--- config.mk ---
export PLATFORM = sky130hd
export DESIGN_NAME = settings_write_sequencer_flat
export DESIGN_NICKNAME = d
export VERILOG_FILES = /design/src/rtl/settings_write_sequencer_if.sv /design/src/rtl/settings_write_sequencer.sv /design/src/flat_wrapper.sv
export SDC_FILE = /design/constraint.sdc
export NUM_CORES = 1
export LEC_CHECK = 0
export CORE_MARGIN = 2
export CORE_UTILIZATION = 54
export DETAILED_ROUTE_END_ITERATION = 16
export PLACE_DENSITY = 0.78
export SKIP_LAST_GASP = 1
export SLEW_MARGIN = 40
export SYNTH_ARGS = -nofsm -noshare
export SYNTH_HDL_FRONTEND = slang
export SYNTH_SLANG_ARGS = --single-unit
--- constraint.sdc ---
create_clock -name clk -period 2.7 [get_ports clk]
set_clock_uncertainty 0.15 [all_clocks]
set_input_delay 0.54 -clock clk [delete_from_list [all_inputs] [get_ports clk]]
set_output_delay 0.54 -clock clk [all_outputs]
set_load 0.05 [all_outputs]
--- src/rtl/settings_write_sequencer_if.sv ---
// Bundles the settings-word input stream and the memory-write/status outputs of
// settings_write_sequencer; clk and rst stay plain ports on the module.
interface settings_write_sequencer_if #(
    parameter int unsigned FIFO_DEPTH = 4,
    parameter int unsigned NUM_REGS   = 4
);
    localparam int unsigned CntW = $clog2(FIFO_DEPTH) + 1;

    logic [15:0]         wordIn;
    logic                wordValid;
    logic                sampleTick;
    logic                clearFlags;
    logic [15:0]         memData;
    logic                memWe;
    logic [CntW-1:0]     fifoCount;
    logic                busy;
    logic                overflow;
    logic                badAddr;
    logic [NUM_REGS-1:0] loaded;
    logic                configReady;

    modport master (
        output wordIn, wordValid, sampleTick, clearFlags,
        input  memData, memWe, fifoCount, busy, overflow, badAddr, loaded, configReady
    );

    modport slave (
        input  wordIn, wordValid, sampleTick, clearFlags,
        output memData, memWe, fifoCount, busy, overflow, badAddr, loaded, configReady
    );
endinterface

--- src/rtl/settings_write_sequencer.sv ---
// Queues settings words and writes them into the settings memory one per audio sample tick,
// holding memData stable afterwards, while tracking load status and sticky error flags.
module settings_write_sequencer #(
    parameter int unsigned FIFO_DEPTH  = 4,
    parameter int unsigned NUM_REGS    = 4,
    parameter int unsigned HOLD_CYCLES = 2
) (
    input logic                         clk,
    input logic                         rst,
    settings_write_sequencer_if.slave   bus
);
    localparam int unsigned PtrW  = $clog2(FIFO_DEPTH);
    localparam int unsigned CntW  = PtrW + 1;
    localparam int unsigned HoldW = $clog2(HOLD_CYCLES + 1);

    typedef enum logic [1:0] {StIdle, StWrite, StHold} state_e;

    state_e              state_q, state_d;
    logic [15:0]         fifo_q [FIFO_DEPTH];
    logic [PtrW-1:0]     wr_ptr_q, wr_ptr_d;
    logic [PtrW-1:0]     rd_ptr_q, rd_ptr_d;
    logic [CntW-1:0]     cnt_q, cnt_d;
    logic [15:0]         mem_data_q, mem_data_d;
    logic                mem_we_q, mem_we_d;
    logic [HoldW-1:0]    hold_q, hold_d;
    logic                ovf_q, ovf_d;
    logic                bad_q, bad_d;
    logic [NUM_REGS-1:0] loaded_q, loaded_d;

    logic addr_bad, full, push, pop;

    // Address is judged before fullness so a bad word never counts as an overflow.
    assign addr_bad = 32'(bus.wordIn[15:12]) >= NUM_REGS;
    assign full     = (cnt_q == CntW'(FIFO_DEPTH));
    assign push     = bus.wordValid && !addr_bad && !full;

    always_comb begin
        state_d    = state_q;
        mem_data_d = mem_data_q;
        mem_we_d   = 1'b0;
        hold_d     = hold_q;
        loaded_d   = loaded_q;
        pop        = 1'b0;
        unique case (state_q)
            StIdle: begin
                if (bus.sampleTick && (cnt_q != '0)) begin
                    pop        = 1'b1;
                    mem_data_d = fifo_q[rd_ptr_q];
                    mem_we_d   = 1'b1;
                    state_d    = StWrite;
                end
            end
            StWrite: begin
                for (int unsigned k = 0; k < NUM_REGS; k++) begin
                    if (32'(mem_data_q[15:12]) == k) loaded_d[k] = 1'b1;
                end
                hold_d  = '0;
                state_d = StHold;
            end
            StHold: begin
                if (hold_q == HoldW'(HOLD_CYCLES - 1)) state_d = StIdle;
                else                                  hold_d  = hold_q + HoldW'(1);
            end
            default: state_d = StIdle;
        endcase
    end

    always_comb begin
        wr_ptr_d = push ? wr_ptr_q + PtrW'(1) : wr_ptr_q;
        rd_ptr_d = pop  ? rd_ptr_q + PtrW'(1) : rd_ptr_q;
        cnt_d    = cnt_q;
        if (push && !pop)      cnt_d = cnt_q + CntW'(1);
        else if (!push && pop) cnt_d = cnt_q - CntW'(1);
        // A set in the same cycle as clearFlags wins.
        ovf_d = (bus.wordValid && !addr_bad && full) || (ovf_q && !bus.clearFlags);
        bad_d = (bus.wordValid && addr_bad) || (bad_q && !bus.clearFlags);
    end

    always_ff @(posedge clk) begin
        if (rst) begin
            state_q    <= StIdle;
            wr_ptr_q   <= '0;
            rd_ptr_q   <= '0;
            cnt_q      <= '0;
            mem_data_q <= '0;
            mem_we_q   <= 1'b0;
            hold_q     <= '0;
            ovf_q      <= 1'b0;
            bad_q      <= 1'b0;
            loaded_q   <= '0;
        end else begin
            state_q    <= state_d;
            wr_ptr_q   <= wr_ptr_d;
            rd_ptr_q   <= rd_ptr_d;
            cnt_q      <= cnt_d;
            mem_data_q <= mem_data_d;
            mem_we_q   <= mem_we_d;
            hold_q     <= hold_d;
            ovf_q      <= ovf_d;
            bad_q      <= bad_d;
            loaded_q   <= loaded_d;
        end
    end

    // Storage needs no reset; the pointers and count define what is valid.
    always_ff @(posedge clk) begin
        if (push) fifo_q[wr_ptr_q] <= bus.wordIn;
    end

    assign bus.memData     = mem_data_q;
    assign bus.memWe       = mem_we_q;
    assign bus.fifoCount   = cnt_q;
    assign bus.busy        = (state_q != StIdle) || (cnt_q != '0);
    assign bus.overflow    = ovf_q;
    assign bus.badAddr     = bad_q;
    assign bus.loaded      = loaded_q;
    assign bus.configReady = &loaded_q;
endmodule
--- src/flat_wrapper.sv ---
// flat-port wrapper written by rule: the top's interface ports become plain ports
module settings_write_sequencer_flat 
#(
    parameter int unsigned FIFO_DEPTH  = 4,
    parameter int unsigned NUM_REGS    = 4,
    parameter int unsigned HOLD_CYCLES = 2
)
  (clk, rst, bus_wordIn, bus_wordValid, bus_sampleTick, bus_clearFlags, bus_memData, bus_memWe, bus_fifoCount, bus_busy, bus_overflow, bus_badAddr, bus_loaded, bus_configReady);
  settings_write_sequencer_if #(.FIFO_DEPTH(FIFO_DEPTH), .NUM_REGS(NUM_REGS)) bus_i ();
  input logic clk;
  input logic rst;
  input wire logic [$bits(bus_i.wordIn)-1:0] bus_wordIn;
  input wire logic [$bits(bus_i.wordValid)-1:0] bus_wordValid;
  input wire logic [$bits(bus_i.sampleTick)-1:0] bus_sampleTick;
  input wire logic [$bits(bus_i.clearFlags)-1:0] bus_clearFlags;
  output wire logic [$bits(bus_i.memData)-1:0] bus_memData;
  output wire logic [$bits(bus_i.memWe)-1:0] bus_memWe;
  output wire logic [$bits(bus_i.fifoCount)-1:0] bus_fifoCount;
  output wire logic [$bits(bus_i.busy)-1:0] bus_busy;
  output wire logic [$bits(bus_i.overflow)-1:0] bus_overflow;
  output wire logic [$bits(bus_i.badAddr)-1:0] bus_badAddr;
  output wire logic [$bits(bus_i.loaded)-1:0] bus_loaded;
  output wire logic [$bits(bus_i.configReady)-1:0] bus_configReady;
  assign bus_i.wordIn = bus_wordIn;
  assign bus_i.wordValid = bus_wordValid;
  assign bus_i.sampleTick = bus_sampleTick;
  assign bus_i.clearFlags = bus_clearFlags;
  assign bus_memData = bus_i.memData;
  assign bus_memWe = bus_i.memWe;
  assign bus_fifoCount = bus_i.fifoCount;
  assign bus_busy = bus_i.busy;
  assign bus_overflow = bus_i.overflow;
  assign bus_badAddr = bus_i.badAddr;
  assign bus_loaded = bus_i.loaded;
  assign bus_configReady = bus_i.configReady;
  settings_write_sequencer #(.FIFO_DEPTH(FIFO_DEPTH), .NUM_REGS(NUM_REGS), .HOLD_CYCLES(HOLD_CYCLES)) u_core (.clk(clk), .rst(rst), .bus(bus_i));
endmodule
==> results of run 1 <==
[metal layers]
metal	GRT usage (%)	routed length, um	vias up
met5	0	0	-
met4	7.989	104	0
met3	3.638	414	10
met2	32.33	3693	74
met1	25.22	3001	1137
li1	-	-	1106
[power breakdown]
group	internal, mW	switching [mW]
sequential	1.71	0.117
clock	0.425	0.472
combinational	0.503	0.763
total	2.64	1.35
[layout make-up]
type / instances / area share (%)
Clock buffer: 9 / 2.619
Clock inverter: 7 / 1.429
Inverter: 6 / 0.4762
Multi-Input combinational cell: 139 / 23.76
Sequential cell: 98 / 55.05
Tap cell: 96 / 2.540
Timing Repair Buffer: 65 / 14.13
[flip-flops by register name (all words and copies together), names as in the netlist]
register              cells
u_core.bus.fifoCount      3
u_core.bus.memWe          1
u_core.bus.badAddr        1
u_core.wr_ptr_q           2
u_core.bus.overflow       1
u_core.fifo_q            64
u_core.rd_ptr_q           2
u_core.hold_q             2
u_core.bus.loaded         4
u_core.bus.memData       16
u_core.state_q            2
[cell usage in the layout, fill, tap and decap left out, types with 2 or more instances in the layout]
cell             count
a21oi_1             24
a31oi_1              4
and2b_2              2
and3_1               4
buf_12               5
buf_4               13
clkbuf_8             9
clkdlybuf4s50_1     47
clkinv_1             2
dfxtp_1             33
edfxtp_1            64
ha_1                 5
inv_1                6
mux2i_1              2
mux4_2              16
nand2_1              3
nand3_1             19
nor2_1              12
nor2b_1              2
nor3b_1              4
o21ai_0             17
o21ai_1              4
o21bai_1             2
or3_1                3
xor2_1               2
[how the worst max path moves through the flow]
stage                                       start                 endpoint  slack (ns)  cells after the start
after global placement              bus_wordValid  u_core.bus.fifoCount[2]       -0.29                      9
after detailed placement            bus_wordValid  u_core.bus.fifoCount[2]       -0.37                      9
after CTS                 u_core.bus.fifoCount[2]                 bus_busy        0.02                      4
after global routing      u_core.bus.fifoCount[2]                 bus_busy       -0.03                      4
final                     u_core.bus.fifoCount[2]                 bus_busy        0.03                      4
after floorplan           u_core.bus.fifoCount[0]  u_core.bus.fifoCount[2]        0.13                      9
[stage by stage]
stage,total power [mW],area [um^2],setup slack [ns]
detailed placement,3.117,4522,-0.3659
global route,4.175,4730,-0.02765
global placement,3.084,4522,-0.2878
floorplan,2.721,3849,0.1337
CTS,4.011,4720,0.01708
finish,3.990,4730,0.03325
[cell families (layout without fill, tap and decap cells)]
group                      after synthesis  after routing  share of synthesized area (%)
AOI/OAI and AO/OA                       52             52                          7.087
xor gates and xnor gates                 2              2                         0.4552
adders and majority gates                7              7                          2.471
buffers and inverters                   22             87                          3.381
DFF                                     98             98                          67.62
muxes                                   19             19                          10.18
and+or+nand+nor                         59             59                          8.811
[worst min-delay path: cells and delay by family, from the launching register on]
kind            cells  cell delay [ns]
flops               1             0.33
simple gates        1             0.05
compound gates      1             0.06
[what timing repair did]
action / CTS / global route
gates cloned: 0 / 0
resized for setup: 3 / 1
pin swaps: 0 / 1
buffers inserted: 0 / 1
setup endpoints to repair: 2 / 2
==> run_results.csv, run 1 <==
group,metric,value,unit
setup_path,crit_family,"simple AND/OR/NAND/NOR gates",
yosys,avgSynthCellArea,14.86,um^2
grt,grt_usage,19.36,%
layout,antennaDiodeCount,0,
detailed_routing,drc_errors,0,
power,ir_worst_vdd,405.5,uV
clock_network,ctsRootBufferMaster,"clkbuf_8",
setup_path,cp_max_fo,18,
die,initial_core_util,56.34,%
setup_path,rr_endpoint,"u_core.bus.fifoCount[2]",
setup_path,cp_cell_sequence,"or3_1 > buf_4 > or3_2 > buf_4",
die,fp-row-count,30,
clock_network,insertion_delay,0.35,ns
timing,hold_slack,0.3298,ns
timing,tightest_slew,0.7097,ns
setup_path,crit_top_cell,"buf_4",
grt,grt_pass1_vias,2233,
die,boundaryPins,49,
worst_hold_path,worstHoldEndpoint,"u_core.hold_q[1]",
timing,maxSlewViolCount,0,
outcome,outcome,"completed",
place,dp_hpwl,4.674,mm
layout,area_growth,22.89,%
layout,layout-drive-gt1-share,18.21,%
layout,multi_input_area,0.001124,mm^2
yosys,ys.warnings.count,0,
yosys,syn_area,0.003849,mm^2
yosys,synth.yosys.seq_area_share,67.62,%
clock_network,cts.path.max_buffers,2,
yosys,async_flop_share,0,%
detailed_routing,ant_nets,0,
setup_path,critPathMaxStageDelay,0.42,ns
setup_path,critPathKind,"flop to output pin",
timing,hold_viol_final,0,
timing,timing.fmax,375.0,MHz
yosys,synth_area_leader_cell,"edfxtp_1",
clock_network,htree_levels,3,
layout,fin_cells,420,
detailed_routing,vias_per_cell,5.540,
setup_path,cp-start-kind,"flop",
yosys,synth_edf_count,64,
detailed_routing,first_pass_iters,4,
run,drv_cap,0,
power,p_leak,1.566,nW
grt,overflow,0,
setup_path,end_kind,"output pin",
layout,seq_area,0.002604,mm^2
yosys,ys_types,38,
timing,slew_headroom,52.02,%
timing,rsz0062_at_grt,"true",
die,die_y,88.42,um
clock_network,cts_hold_buf,0,
setup_path,cp_slowest_cell,"or3_2",
yosys,synthFlopType,"edfxtp_1",
layout,n_fill_cell,487,
clock_network,clk_pin_slew,0.09,ns
timing,timing.setup.tns,0,ns
yosys,yosysTopAreaCellShare,49.93,%
grt,antenna_found_initial,0,
setup_path,cp_data_arrival_time,1.98,ns
die,coreArea,0.006832,mm^2
timing,finalSetupViolations,0,
place,io_buffers,48,
yosys,syn_nets,287,
layout,utilization,69.23,%
detailed_routing,first_iter_violations,147,
detailed_routing,drt-total-wl,7.213,mm
grt,grt_max_degree,19,
power,power.density,843.7,mW/mm^2
timing,fin_crit,2.667,ns
place,dpl.cell_count,403,
timing,fin_crit_sh,98.77,%
detailed_routing,routedWlPerCell,17.17,um
yosys,synth_commonest_cells,"edfxtp_1, dfxtp_1, a21oi_1",
setup_path,rr_worst_depth,8,
worst_hold_path,hold_depth,2,
die,die_x,88.42,um
setup_path,crit_buf_inv,2,
layout,final_nets,347,
worst_hold_path,min_path_type,"flop to flop",
place,place.gp.congestion,0.7351,
die,die_area,0.007818,mm^2
clock_network,cts_buffers,9,
yosys,synth_cells,259,
clock_network,cts.sinks,98,
detailed_routing,vias,2327,
clock_network,tritoncts,"done",
worst_hold_path,min_from,"u_core.hold_q[1]",
setup_path,r2r_setup_slack,0.33,ns
yosys,yosys-top-cells-area,"edfxtp_1, dfxtp_1, mux4_2",
grt,grt_first_pass_wirelength,11.10,mm
setup_path,r2r-start,"u_core.bus.fifoCount[2]",
setup_path,worstPathRequired,2.01,ns
yosys,synth.most_common_cell,"edfxtp_1",
yosys,ys_ff_latch,98,
Power figures use the tool's default switching activity.
==> inputs of run 2 (changes only) <==
- REMOVE_ABC_BUFFERS: unset -> 1
==> run 2 against run 1 <==
  * Combinational power barely moved
  * First-iteration DRC count rose by 5.4%
  * Wire length fell by 2.1%
  * Hold slack got worse by 0.0038 ns
  * Critical path type unchanged
==> run_results.csv, run 2 (synthesized netlist as in run 1, its figures left out) <==
group,metric,value,unit
detailed_routing,routedWlPerCell,16.77,um
worst_hold_path,min_from,"u_core.bus.badAddr",
layout,multi_input_area,0.001131,mm^2
detailed_routing,ant_nets,0,
setup_path,rr_endpoint,"u_core.bus.fifoCount[2]",
setup_path,end_kind,"output pin",
grt,use_met1,25.15,%
clock_network,htree_levels,3,
worst_hold_path,hold_depth,2,
clock_network,clk_pin_slew,0.09,ns
layout,antennaDiodeCount,0,
die,initial_core_util,56.34,%
grt,grt-busiest-layer,"met2",
place,place.gp.congestion,0.7517,
grt,grt_first_pass_wirelength,11.27,mm
die,coreArea,0.006832,mm^2
power,power.total,3.938,mW
setup_path,rr_worst_depth,8,
detailed_routing,vias_per_cell,5.506,
layout,layout_commonest_cell,"edfxtp_1",
layout,fin_area,0.004727,mm^2
setup_path,cp_data_arrival_time,1.95,ns
detailed_routing,first_iter_violations,155,
grt,overflow,0,
die,die_y,88.42,um
timing,hold_slack,0.3260,ns
clock_network,ctsRootBufferMaster,"clkbuf_8",
power,ir_worst_vdd,446.2,uV
detailed_routing,drc_errors,0,
timing,fin_crit,2.643,ns
clock_network,cts_hold_buf,0,
die,boundaryPins,49,
layout,top_register,"u_core.fifo_q",
layout,final_nets,348,
die,die_x,88.42,um
clock_network,cts_buffers,9,
timing,finalSetupViolations,0,
clock_network,cts.sinks,98,
power,p_leak,1.570,nW
place,io_buffers,48,
place,dpl_cell_area,0.004517,mm^2
detailed_routing,vias,2318,
timing,slew_headroom,43.59,%
grt,grtUsageMet2,34.04,%
worst_hold_path,min_path_type,"flop to flop",
setup_path,cp-start-kind,"flop",
detailed_routing,first_pass_iters,4,
layout,layout_common_cells,"edfxtp_1, clkdlybuf4s50_1, dfxtp_1, a21oi_1, nand3_1",
setup_path,r2r-start,"u_core.bus.fifoCount[2]",
detailed_routing,drt-total-wl,7.062,mm
outcome,outcome,"completed",
run,drv_cap,0,
layout,largest_reg_flops,64,
layout,seq_area,0.002604,mm^2
timing,timing.fmax,378.4,MHz
timing,maxSlewViolCount,0,
grt,grt_pass1_vias,2330,
die,die_area,0.007818,mm^2
timing,tightest_slew,0.8450,ns
clock_network,tritoncts,"done",
clock_network,insertion_delay,0.35,ns
grt,met3_usage,3.358,%
timing,rsz0062_at_grt,"true",
worst_hold_path,worstHoldEndpoint,"u_core.bus.badAddr",
grt,grt_usage,19.69,%
timing,hold_viol_final,0,
power,power.density,833.2,mW/mm^2
grt,antenna_found_initial,0,
setup_path,cp_max_fo,18,
timing,fin_crit_sh,97.89,%
layout,layout-drive-gt1-share,18.77,%
setup_path,critPathKind,"flop to output pin",
setup_path,worstPathRequired,2.01,ns
place,dp_hpwl,4.520,mm
layout,area_growth,22.82,%
layout,n_fill_cell,487,
setup_path,r2r_setup_slack,0.30,ns
layout,utilization,69.19,%
clock_network,cts.path.max_buffers,2,
die,fp-row-count,30,
grt,grt_max_degree,20,
[run 2: stage by stage]
| stage | TNS, ns | instances | worst slack [ns] |
|---|---|---|---|
| after detailed placement | -0.3733 | 404 | -0.3517 |
| after CTS | 0 | 421 | 0.001171 |
| after global placement | -0.2446 | 404 | -0.2446 |
| final | 0 | 421 | 0.05707 |
| after floorplan | 0 | 243 | 0.002460 |
| after global routing | -0.0005820 | 421 | -0.0005820 |
[run 2: cell type report]
type,instances,area share [%]
Sequential cell,98,55.08
Multi-Input combinational cell,139,23.93
Timing Repair Buffer,66,14.11
Clock buffer,13,3.573
Tap cell,96,2.541
Inverter,6,0.4764
Clock inverter,3,0.2912
[run 2: layer usage]
layer	vias to the layer above	wire length, um
li1	1099	-
met1	1138	2820
met2	73	3755
met3	8	388
met4	0	97
met5	-	0
[run 2: timing repair]
item,4_1_cts,5_1_grt
setup endpoints to repair,1,2
cloned,0,0
pin swaps,2,0
resized for setup,3,4
buffers inserted,1,0
[run 2: critical path: stages, from the launching register on]
cell     delay (ns)
dfxtp_1        0.38
or3_1          0.42
buf_6          0.19
or3_2          0.42
buf_4          0.20
[run 2: worst max path at each step]
stage | start | slack, ns | endpoint | depth (start not counted)
2_1_floorplan | u_core.bus.fifoCount[0] | 0.002 | u_core.bus.fifoCount[2] | 8
3_3_place_gp | bus_wordValid | -0.24 | u_core.bus.fifoCount[2] | 9
3_5_place_dp | bus_wordValid | -0.35 | u_core.bus.fifoCount[2] | 9
4_1_cts | u_core.bus.fifoCount[0] | 0.001 | bus_busy | 4
5_1_grt | u_core.bus.fifoCount[2] | -0.0006 | bus_busy | 4
6_report | u_core.bus.fifoCount[2] | 0.06 | bus_busy | 4
[run 2: power breakdown]
| group | internal, mW | switching (mW) | leakage, nW | total [mW] |
|---|---|---|---|---|
| sequential | 1.71 | 0.110 | 0.855 | 1.82 |
| combinational | 0.499 | 0.764 | 0.618 | 1.26 |
| clock | 0.405 | 0.450 | 0.0968 | 0.856 |
| total | 2.61 | 1.32 | 1.57 | 3.94 |
==> inputs of run 3 (changes only) <==
- CORE_UTILIZATION: 54 -> 50
- PLACE_DENSITY: 0.78 -> 0.73
==> run 3 against run 2 <==
  * Global-route usage down 2.0 points
  * Wire length down 1.0%
  * Utilization down 4.3 points
  * Clock power up 30%
  * Final area up 1.1%
  * Combinational power about the same
  * Sequential share of layout area down 0.59 points
  * Largest cell class unchanged
  * Highest routed layer unchanged
==> run_results.csv, run 3 (synthesized netlist as in run 1, its figures left out) <==
group,metric,value,unit
place,dp_hpwl,4.586,mm
die,boundaryPins,49,
place,io_buffers,48,
grt,grt_pass1_vias,2344,
timing,finalSetupViolations,0,
detailed_routing,vias_per_cell,5.410,
place,place.gp.congestion,0.8196,
setup_path,critPathKind,"flop to output pin",
detailed_routing,drc_errors,0,
timing,maxSlewViolCount,0,
worst_hold_path,min_path_type,"flop to flop",
timing,slew_headroom,55.24,%
layout,n_fill_cell,550,
clock_network,insertion_delay,0.36,ns
setup_path,cp_data_arrival_time,1.93,ns
grt,overflow,0,
power,power.density,875.0,mW/mm^2
timing,hold_viol_final,0,
setup_path,cp_max_fo,18,
die,fp-row-count,31,
timing,timing.fmax,381.1,MHz
setup_path,worstPathRequired,2.01,ns
power,power.total,4.183,mW
timing,tightest_slew,0.6621,ns
layout,utilization,64.87,%
clock_network,cts.sinks,98,
layout,layout_commonest_cell,"edfxtp_1",
clock_network,tritoncts,"done",
clock_network,ctsRootBufferMaster,"clkbuf_8",
timing,rsz0062_at_grt,"false",
layout,top_register,"u_core.fifo_q",
layout,largest_reg_flops,64,
clock_network,htree_levels,3,
layout,area_growth,24.22,%
timing,fin_crit_sh,97.19,%
detailed_routing,first_pass_iters,4,
grt,antenna_found_initial,0,
die,die_area,0.008415,mm^2
grt,grt_usage,17.67,%
grt,grt_max_degree,19,
clock_network,cts.path.max_buffers,2,
detailed_routing,routedWlPerCell,16.49,um
die,coreArea,0.007370,mm^2
layout,final_nets,348,
detailed_routing,first_iter_violations,182,
outcome,outcome,"completed",
die,die_y,91.74,um
die,die_x,91.74,um
setup_path,cp-start-kind,"flop",
layout,layout-drive-gt1-share,18.77,%
timing,fin_crit,2.624,ns
clock_network,cts_hold_buf,0,
clock_network,post_cts_buffers,0,
die,initial_core_util,52.22,%
grt,grt_first_pass_wirelength,11.45,mm
clock_network,cts_buffers,9,
layout,layout_common_cells,"edfxtp_1, clkdlybuf4s50_1, dfxtp_1, a21oi_1, nand3_1",
detailed_routing,drt-total-wl,6.990,mm
setup_path,r2r-start,"u_core.bus.fifoCount[2]",
power,p_leak,1.594,nW
clock_network,clk_pin_slew,0.10,ns
setup_path,worstSetupStartpoint,"u_core.bus.fifoCount[2]",
power,ir_worst_vdd,342.1,uV
worst_hold_path,min_from,"u_core.hold_q[1]",
detailed_routing,ant_nets,0,
detailed_routing,vias,2294,
layout,antennaDiodeCount,0,
setup_path,end_kind,"output pin",
run,drv_cap,0,
-- run 3: layout make-up --
class	instances	area, um^2	share of cell area (%)
Timing Repair Buffer	66	666.9	13.95
Tap cell	99	123.9	2.591
Clock buffer	9	123.9	2.591
Inverter	6	22.52	0.4711
Clock inverter	7	115.1	2.408
Sequential cell	98	2605	54.49
Multi-Input combinational cell	139	1124	23.50
-- run 3: per-layer routing --
layer	global-route usage, %	vias to the layer above	part of all wire (%)
met5	0	-	0
met4	8.582	0	2.1
met3	3.615	13	3.4
met2	30.09	48	51
met1	21.53	1129	43
li1	-	1104	-
-- run 3: per-stage QoR --
step | area, um^2 | instances | TNS, ns | hold slack (ns) | setup slack, ns
after floorplan | 3741 | 243 | 0 | 0.2893 | 0.002460
after global placement | 4528 | 408 | -0.2498 | 0.3078 | -0.2498
after detailed placement | 4528 | 408 | -0.3286 | 0.3117 | -0.3269
after CTS | 4772 | 424 | 0 | 0.3248 | 0.03220
after global routing | 4781 | 424 | 0 | 0.3633 | 0.0006590
final | 4781 | 424 | 0 | 0.3211 | 0.07589
-- run 3: final timing paths --
kind,slack [ns],cells after the start,to
worst max-delay path,0.08,4,bus_busy
worst max register to register,0.38,8,u_core.bus.fifoCount[2]
worst min-delay path,0.32,2,u_core.hold_q[1]
worst min register to register,0.32,2,u_core.hold_q[1]
-- run 3: timing repair --
| item | 4_1_cts | 5_1_grt |
|---|---|---|
| setup endpoints to repair | 1 | 2 |
| resized for setup | 2 | 4 |
| pin swaps | 0 | 0 |
-- run 3: critical path: stages (launching register included) --
cell and delay (ns):
dfxtp_2 0.36, or3_1 0.40, buf_6 0.18, or3_2 0.42
buf_4 0.20
-- run 3: report_power, final --
part | leakage (nW) | switching (mW) | total (mW) | internal [mW]
Combinational | 0.620 | 0.743 | 1.24 | 0.495
Clock | 0.119 | 0.496 | 1.11 | 0.614
Sequential | 0.855 | 0.124 | 1.84 | 1.71
Total | 1.59 | 1.36 | 4.18 | 2.82
